### src/rtl/sec_key_responder.sv
// Access-sequence security responder: unlocks after a programmed address-nibble
// key, then answers reads with LFSR-derived data until a write or idle timeout.
module sec_key_responder #(
  parameter int unsigned STATE_W     = 6,
  parameter int unsigned KEY_LEN     = 4,
  parameter logic [31:0] KEY         = 32'h0000_28A9,
  parameter logic [STATE_W-1:0] FB_MASK = STATE_W'(6'b110000),
  parameter logic [STATE_W-1:0] SEED    = STATE_W'(6'b000001),
  parameter int unsigned DATA_W      = 2,
  parameter logic [DATA_W*STATE_W-1:0] OUT_TAPS = (DATA_W*STATE_W)'({6'b010110, 6'b101001}),
  parameter int unsigned TIMEOUT_CYC = 1024
) (
  input  logic              clk,
  input  logic              rst,
  input  logic              sel,
  input  logic              rd,
  input  logic              strobe,
  input  logic [3:0]        addr,
  output logic [DATA_W-1:0] dout,
  output logic              dout_oe,
  output logic              armed
);

  localparam int unsigned IDX_W = (KEY_LEN < 2) ? 1 : $clog2(KEY_LEN);
  localparam int unsigned TMR_W = (TIMEOUT_CYC == 0) ? 1 : $clog2(TIMEOUT_CYC + 1);
  localparam logic [TMR_W-1:0] TO_LAST = TMR_W'((TIMEOUT_CYC == 0) ? 0 : TIMEOUT_CYC - 1);
  localparam logic [IDX_W-1:0] IDX_LAST = IDX_W'(KEY_LEN - 1);

  typedef enum logic {LOCKED = 1'b0, ARMED = 1'b1} state_t;

  state_t             state;
  logic [IDX_W-1:0]   idx;
  logic [STATE_W-1:0] lfsr;
  logic [TMR_W-1:0]   timer;
  logic [4:0]         key_base;
  logic [3:0]         key_nib;
  logic               q_rd;
  logic               q_wr;

  assign q_rd     = strobe & sel & rd;
  assign q_wr     = strobe & sel & ~rd;
  assign key_base = {3'(idx), 2'b00};
  assign key_nib  = KEY[key_base +: 4];

  // Key tracking, LFSR stepping and idle timer in one state machine
  always_ff @(posedge clk) begin
    if (rst) begin
      state <= LOCKED;
      idx   <= '0;
      lfsr  <= SEED;
      timer <= '0;
    end else begin
      case (state)
        LOCKED: begin
          timer <= '0;
          if (q_rd) begin
            if (addr == key_nib) begin
              if (idx == IDX_LAST) begin
                state <= ARMED;
                idx   <= '0;
                lfsr  <= SEED;
              end else begin
                idx <= idx + IDX_W'(1);
              end
            end else begin
              idx <= (addr == KEY[3:0]) ? IDX_W'(1) : '0;
            end
          end else if (q_wr) begin
            idx <= '0;
          end
        end
        ARMED: begin
          if (q_rd) begin
            lfsr  <= {lfsr[STATE_W-2:0], ^(lfsr & FB_MASK)};
            timer <= '0;
          end else if (q_wr) begin
            state <= LOCKED;
            idx   <= '0;
            timer <= '0;
          end else if ((TIMEOUT_CYC != 0) && (timer == TO_LAST)) begin
            state <= LOCKED;
            idx   <= '0;
            timer <= '0;
          end else if (timer != '1) begin
            timer <= timer + TMR_W'(1);
          end
        end
        default: begin
          state <= LOCKED;
          idx   <= '0;
        end
      endcase
      // A stuck all-zero LFSR is reseeded regardless of state
      if (lfsr == '0) lfsr <= SEED;
    end
  end

  assign armed   = (state == ARMED);
  assign dout_oe = sel & rd & armed;

  always_comb begin
    dout = '0;
    if (state == ARMED) begin
      for (int i = 0; i < int'(DATA_W); i++) begin
        dout[i] = ^(lfsr & OUT_TAPS[STATE_W*i +: STATE_W]);
      end
    end
  end

endmodule

### config.mk
export PLATFORM = sky130hd
export DESIGN_NAME = sec_key_responder
export DESIGN_NICKNAME = d
export VERILOG_FILES = /design/src/rtl/sec_key_responder.sv
export SDC_FILE = /design/constraint.sdc
export NUM_CORES = 1
export LEC_CHECK = 0
export BUFFER_PORTS_ARGS = -buffer_cell sky130_fd_sc_hd__buf_2
export CAP_MARGIN = 10
export CORE_MARGIN = 5
export CORE_UTILIZATION = 46
export CTS_CLUSTER_SIZE = 25
export DETAILED_ROUTE_END_ITERATION = 8
export PLACE_DENSITY_LB_ADDON = 0.05
export RECOVER_POWER = 100
export SETUP_SLACK_MARGIN = 0.05
export SLEW_MARGIN = 20
export SYNTH_ARGS = -nofsm -noshare
export SYNTH_HDL_FRONTEND = slang
export SYNTH_SLANG_ARGS = --single-unit
### constraint.sdc
create_clock -name clk -period 2.5 [get_ports clk]
set_clock_uncertainty 0.15 [all_clocks]
set_input_delay 0.5 -clock clk [delete_from_list [all_inputs] [get_ports clk]]
set_output_delay 0.5 -clock clk [all_outputs]
set_load 0.005 [all_outputs]
==> metrics.md, run 1 <==
| Metric | Value |
|---|---|
| Final Max Slew Viols | 0 |
| Worst Hold Depth | 2 |
| CTS Buf Count | 3 |
| Crit. Startpoint | timer[0]$_SDFFE_PP0P_ |
| Fillcell total | 223 |
| Sequential area share after synthesis | a little over a third |
| Post-cts sizing count | 0 |
| Syn_area_per_cell | 8.798 µm² |
| Final setup vio count | 0 |
| DR vias/cell | 5.759 |
| Power Density | between 400 and 500 mW/mm² |
| GRT Residual Overflow | 0 |
| Die Wd | between 50 and 60 µm |
| Highest-delay cell along the critical path | or4_1 |
| CTS root buffer | clkbuf_4 |
| Htree depth | 1 |
| Syn Std Cell Area | 0.001117 mm² |
| Relative slew slack | 62.88% |
| Type of the worst setup path | reg2reg |
| Setup crit end kind | flop |
| Max IR drop VDD | 0.0002424 V |
| Library cells used by synthesis | 40 |
| Crit path time final | 2.141 ns |
| Gr usage total | between 10% and 20% |
| Number of diodes | 0 |
| Setup bufs post-CTS | 0 |
| Layout cell share with drive strength beyond 1 | roughly an eighth |
| Primary FF master, synth | dfxtp_1 |
| Clk slew on worst S/H paths | 0.12 ns |
| Critical Path Max Stage Delay | 0.56 ns |
| CP arrival | 2.19 ns |
| Register Area | 400.4 µm² |
| DP Area | around 0.0012 mm² |
| Nets | around 160 |
| First-pass GRT wire length | 3698 µm |
| Status | complete, no violations |
| R2R Setup Slk | approximately 0.36 ns |
| Fmax | 0.4670 GHz |
| CTS tree | yes |
| RSZ-0062 raised after global routing | false |
| Max_cap viols | 0 |
| 1st-iter DRT viols | 25 |
| Placeable Area | 0.002276 mm² |
| Fin area | 0.001241 mm² |
| Clk sink count | 20 |
| Pin count of the biggest net entering global routing | 13 |
| FFs w/ async S/R, synth | 0% |
| Reg-to-reg endpoint | armed$_SDFF_PP0_ |
| Hold Path Class | in2reg |
| Worst-Margin Slew | 0.5495 ns |
| YS warnings | 0 |
| Starting density of the core | 49.09% |
| GPL Wtd Cong | 0.8423 |
| Area of the multi-input gates | 676.9 µm² |
| Startpoint types | flop |
| Reg2reg path depth | 5 |
| Drt first pass iters | 4 |
| Tcrit/Tclk final | 85.65% |
| IO Port Bufs | 12 |
| Skew-Pair Late Insertion Delay | roughly 0.31 ns |
| DR WL/cell | 13.39 µm |
| FP Rows | 17 |
| Worst path cell trace | ha_1 -> nand3_1 -> or4_1 -> nand2_1 -> o31ai_1 |
| Final Hold Violating Endpoints | 0 |
| Die area | 0.003515 mm² |
| Total Neg Setup Slack | 0 ns |
| Hold wc startpoint | rst |
| P_leak | 0.4298 nW |
| Routed wire length | approximately 2300 µm |
| Initial antenna violation count | 0 |
| Post-synth EDFFs | 0 |
| Worst r2r src | timer[0]$_SDFFE_PP0P_ |
| Vert. Die Dim | 59.29 µm |
| Post-Syn Nets | 141 |
| Hold bufs inserted after CTS | 0 |
| Synth-to-layout area growth | 11.09% |
| Cells after synthesis | 127 |
| Worst path required time | between 2 and 3 ns |
| Worst Hold End | lfsr[2]$_SDFFE_PP0P_ |
| IO Pins | 13 |
| Tot Pwr | 0.0006070 W |
| Vias in the first global route | 887 |
| Post-route ant nets | 0 |
| # DRC | 0 |
| Synth Register Bits | 20 |
| Max clock buf depth | 2 |
| DP HPWL | 1728 µm |
| Via count | 979 |
| CP max FO | 9 |
| Final hold slack | 0.3083 ns |
[synth_stat cells, drive strengths merged (3+ instances only)]
master / instances / area share, %
o21ai: 9 / 4.0
dfxtp: 20 / 36
nand3: 6 / 4.3
or4: 3 / 2.4
inv: 5 / 1.7
nand4: 5 / 2.8
nor2: 13 / 4.4
nand2: 9 / 3.2
xor2: 6 / 4.7
a21oi: 10 / 4.5
ha: 5 / 5.6
xnor2: 4 / 3.1
[sequential cells by signal, summed over array words and instances (netlist names)]
signal / cells
armed: 1
idx: 2
lfsr: 6
timer: 11
[cells in the final DEF, fill, tap and decap left out, drive strengths merged, types with 6 or more instances in the layout]
master   n
a21oi   10
nand2    9
o21ai    9
nor2    13
dfxtp   20
clkbuf   6
xor2     6
buf      9
nand3    6
[logic make-up after synthesis]
group	Yosys count	synth area share, %
multiplexers	2	1.792
flip-flops	20	35.83
AND/OR/NAND/NOR	47	24.75
adder cells (fa/ha/maj)	5	5.599
AO/OA/AOI/OAI	37	22.17
buffers and inverters	6	2.016
XOR/XNOR	10	7.838
[cell type report]
cell class / count / share of cell area (%)
multi-input cells: 101 / 54.54
flip-flops and latches: 20 / 32.26
repair buffers: 12 / 4.637
well taps: 28 / 2.823
clock inverters: 1 / 2.419
clock buffers: 3 / 1.815
inverters: 5 / 1.512
[layer usage]
layer  routed length (µm)  part of all wire (%)  vias up  track usage (%)
met2                 1138                    50       10            23.71
met5                    0                     0        -                0
li1                     -                     -      502                -
met3                   73                   3.2        4            2.614
met4                   29                   1.3        0            5.825
met1                 1035                    45      463            15.93
[worst max-delay path: cells and delay by family (launching register included)]
family,cells,cell delay [ns]
compound gates,1,0.12
flops,1,0.45
simple gates,3,1.05
fa+ha+maj,1,0.26
[where the power goes]
part / leakage (nW) / internal [W] / switching (W)
sequential: 0.161 / 0.000319 / 0.000000166
clock: 0.0279 / 0.000162 / 0.000105
combinational: 0.241 / 0.00000806 / 0.0000127
[worst max-delay path by stage]
stage / end / slack (ns) / depth (start not counted)
5_1_grt: armed$_SDFF_PP0_ / 0.18 / 5
6_report: armed$_SDFF_PP0_ / 0.36 / 5
4_1_cts: lfsr[0]$_SDFFE_PP1P_ / 0.49 / 6
3_5_place_dp: lfsr[0]$_SDFFE_PP1P_ / 0.52 / 6
3_3_place_gp: lfsr[0]$_SDFFE_PP1P_ / 0.55 / 6
2_1_floorplan: armed$_SDFF_PP0_ / 0.71 / 5
[through the flow]
| stage | util (%) | setup slack (ns) | std cells |
|---|---|---|---|
| after floorplan | - | 0.7087 | 127 |
| after global placement | 53.11 | 0.5484 | 166 |
| after detailed placement | 53.11 | 0.5160 | 166 |
| after CTS | 55.42 | 0.4942 | 170 |
| after global routing | 54.54 | 0.1788 | 170 |
| final | 54.54 | 0.3587 | 170 |
Power figures use the tool's default switching activity.
==> inputs of run 2 (changes only) <==
--- a/config.mk
+++ b/config.mk
@@ -14,5 +14,5 @@
 export PLACE_DENSITY_LB_ADDON = 0.05
 export RECOVER_POWER = 100
-export SETUP_SLACK_MARGIN = 0.05
+export SETUP_SLACK_MARGIN = 0.1
 export SLEW_MARGIN = 20
 export SYNTH_ARGS = -nofsm -noshare
==> constraint.sdc (replaced) <==
create_clock -name clk -period 2.5 [get_ports clk]
set_clock_uncertainty 0.15 [all_clocks]
set_input_delay 0.5 -clock clk [delete_from_list [all_inputs] [get_ports clk]]
set_output_delay 0.5 -clock clk [all_outputs]
set_load 0.02 [all_outputs]
==> run 2 against run 1 <==
Compared with the run above:
- clock-buffer cell count stayed put
- critical path depth unchanged
- die area unchanged
- sequential power about the same
- combinational power barely moved
- final area is 0.20% lower
- first-iteration DRC count unchanged
- critical endpoint unchanged
- largest power group unchanged
==> metrics.md, run 2 (synthesized netlist as in run 1, its figures left out) <==
| Metric | Value |
|---|---|
| Post-cts sizing count | 0 (unchanged) |
| Total Neg Setup Slack | 0 ns (unchanged) |
| Vert. Die Dim | 59.29 µm (unchanged) |
| Sequential Power Share | 52.5% (about the same) |
| Hold Path Class | in2reg |
| 1st-iter DRT viols | 25 (unchanged) |
| IO Port Bufs | 12 (unchanged) |
| Post-place setup slack | 0.5160 ns (unchanged) |
| Max reg flops | 11 (unchanged) |
| DR vias/cell | 5.759 (unchanged) |
| Reg-to-reg endpoint | armed$_SDFF_PP0_ |
| DP Area | 0.001209 mm² (unchanged) |
| P_sw | 0.0001182 W (about the same) |
| Fillcell total | 225 (+0.90%) |
| FP Rows | 17 (unchanged) |
| IO Pins | 13 (unchanged) |
| Commonest non-fill, non-tap cell in the layout | dfxtp_1 |
| Setup crit end kind | flop |
| Max_cap viols | 0 (unchanged) |
| Pin count of the biggest net entering global routing | 13 (unchanged) |
| Final worst slack | 0.3586 ns (-0.00008000 ns) |
| Critical Path Max Stage Delay | 0.56 ns (about the same) |
| Registers with the most flip-flops | timer: 11 flops, lfsr: 6 flops, idx: 2 flops |
| Worst path cell trace | ha_1 -> nand3_1 -> or4_1 -> nand2_1 -> o31ai_1 |
| Relative slew slack | 62.77% (-0.11 points) |
| Startpoint types | flop |
| Power Density | 490.1 mW/mm² (+0.20%) |
| Type of the worst setup path | reg2reg |
| Tcrit/Tclk final | 85.65% (about the same) |
| CP arrival | 2.19 ns (about the same) |
| Final setup vio count | 0 (unchanged) |
| Worst r2r src | timer[0]$_SDFFE_PP0P_ |
| CTS tree | yes |
| Clk slew on worst S/H paths | 0.12 ns (about the same) |
| Reg2reg path depth | 5 (unchanged) |
| Initial antenna violation count | 0 (unchanged) |
| First-pass GRT wire length | 3698 µm (unchanged) |
| Placeable Area | 0.002276 mm² (unchanged) |
| Setup bufs post-CTS | 0 (unchanged) |
| Die Wd | 59.29 µm (unchanged) |
| CTS root buffer | clkbuf_4 |
| Hold wc startpoint | rst |
| RSZ-0062 raised after global routing | false |
| Via count | 979 (unchanged) |
| Crit. Startpoint | timer[0]$_SDFFE_PP0P_ |
| # DRC | 0 (unchanged) |
| Skew-Pair Late Insertion Delay | 0.31 ns (about the same) |
| P_leak | 0.4219 nW (-1.8%) |
| Fmax | 0.4670 GHz (about the same) |
| CTS Buf Count | 3 (unchanged) |
| Area of the multi-input gates | 676.9 µm² (unchanged) |
| Gr usage total | 13.58% (unchanged) |
| DR WL/cell | 13.41 µm (about the same) |
| Net Sw Frac | 19.46% (about the same) |
| DP HPWL | 1728 µm (unchanged) |
| Vias in the first global route | 887 (unchanged) |
| Routed wire length | 2279 µm (about the same) |
| Nets | 157 (unchanged) |
| Worst-Margin Slew | 0.5511 ns (+0.001605 ns) |
| Register Area | 400.4 µm² (unchanged) |
| Gate power share | 3.4% (about the same) |
| GRT Residual Overflow | 0 (unchanged) |
| Status | complete, no violations |
| GPL Wtd Cong | 0.8423 (unchanged) |
| Layout cell share with drive strength beyond 1 | 11.27% (-1.4 points) |
| Highest-delay cell along the critical path | or4_1 |
| Synth-to-layout area growth | 10.86% |
| Worst path required time | 2.55 ns (about the same) |
| Max IR drop VDD | 0.0002424 V (about the same) |
| Starting density of the core | 49.09% (unchanged) |
| Final Hold Violating Endpoints | 0 (unchanged) |
| P_int | 0.0004889 W (unchanged) |
| Utilization after layout | 54.43% (-0.11 points) |
| Die area | 0.003515 mm² (unchanged) |
| R2R Setup Slk | 0.36 ns (about the same) |
| Fin area | 0.001239 mm² (-0.20%) |
| Crit path time final | 2.141 ns (+0.00008000 ns) |
| Post-route ant nets | 0 (unchanged) |
| CP max FO | 9 (unchanged) |
| Number of diodes | 0 (unchanged) |
| Clk pwr share | 44.1% (about the same) |
| Tot Pwr | 0.0006070 W (about the same) |
| Final Max Slew Viols | 0 (unchanged) |
| Most frequent cells in the layout | dfxtp_1 (20), nor2_1 (13), a21oi_1 (10) |
| Max clock buf depth | 2 (unchanged) |
| Largest Register | timer |
| Drt first pass iters | 4 (unchanged) |
| End of the critical path | armed$_SDFF_PP0_ |
| Htree depth | 1 (unchanged) |
| Hold bufs inserted after CTS | 0 (unchanged) |
| Clk sink count | 20 (unchanged) |
## run 2: cell count changes in the layout (fill, tap and decap cells not counted), sizes merged
cell	before	now
clkbuf	6	7
buf	9	8
## run 2: worst min-delay path by stage
stage	end	slack, ns	depth (start not counted)
2_1_floorplan	lfsr[2]$_SDFFE_PP0P_	0.32	2
3_3_place_gp	lfsr[2]$_SDFFE_PP0P_	0.33	2
3_5_place_dp	lfsr[2]$_SDFFE_PP0P_	0.34	2
4_1_cts	lfsr[2]$_SDFFE_PP0P_	0.31	2
5_1_grt	lfsr[2]$_SDFFE_PP0P_	0.31	2
6_report	lfsr[2]$_SDFFE_PP0P_	0.31	2
## run 2: layout make-up
cell class	instances	share of cell area, %
multi-input cells	101	54.65
flip-flops and latches	20	32.32
repair buffers	12	4.444
well taps	28	2.828
clock inverters	1	2.424
clock buffers	3	1.818
inverters	5	1.515
## run 2: critical path: cells and delay by family (launching register included)
kind	cells	cell delay (ns)
AOI/OAI and AO/OA	1	0.12
adders and majority gates	1	0.26
DFF	1	0.45
and+or+nand+nor	3	1.05
## run 2: power by group through the flow
stage | Clock [W] | Sequential, W | Combinational (W)
6_report | 0.000267 | 0.000319 | 0.0000207
5_1_grt | 0.000289 | 0.000319 | 0.0000235
4_1_cts | 0.000273 | 0.000319 | 0.0000210
3_5_place_dp | 0 | 0.000326 | 0.0000208
3_3_place_gp | 0 | 0.000326 | 0.0000204
2_1_floorplan | 0 | 0.000326 | 0.00000963
## run 2: through the flow
stage	std cells	hold slack [ns]
4_1_cts	170	0.3127
3_3_place_gp	166	0.3343
5_1_grt	170	0.3083
6_report	170	0.3088
3_5_place_dp	166	0.3431
2_1_floorplan	127	0.3151
## run 2: routing by layer
metal	routed length [µm]	global-route usage [%]	up-vias
li1	-	-	502
met2	1138	23.71	10
met3	75	2.614	4
met5	0	0	-
met1	1036	15.93	463
met4	29	5.825	0
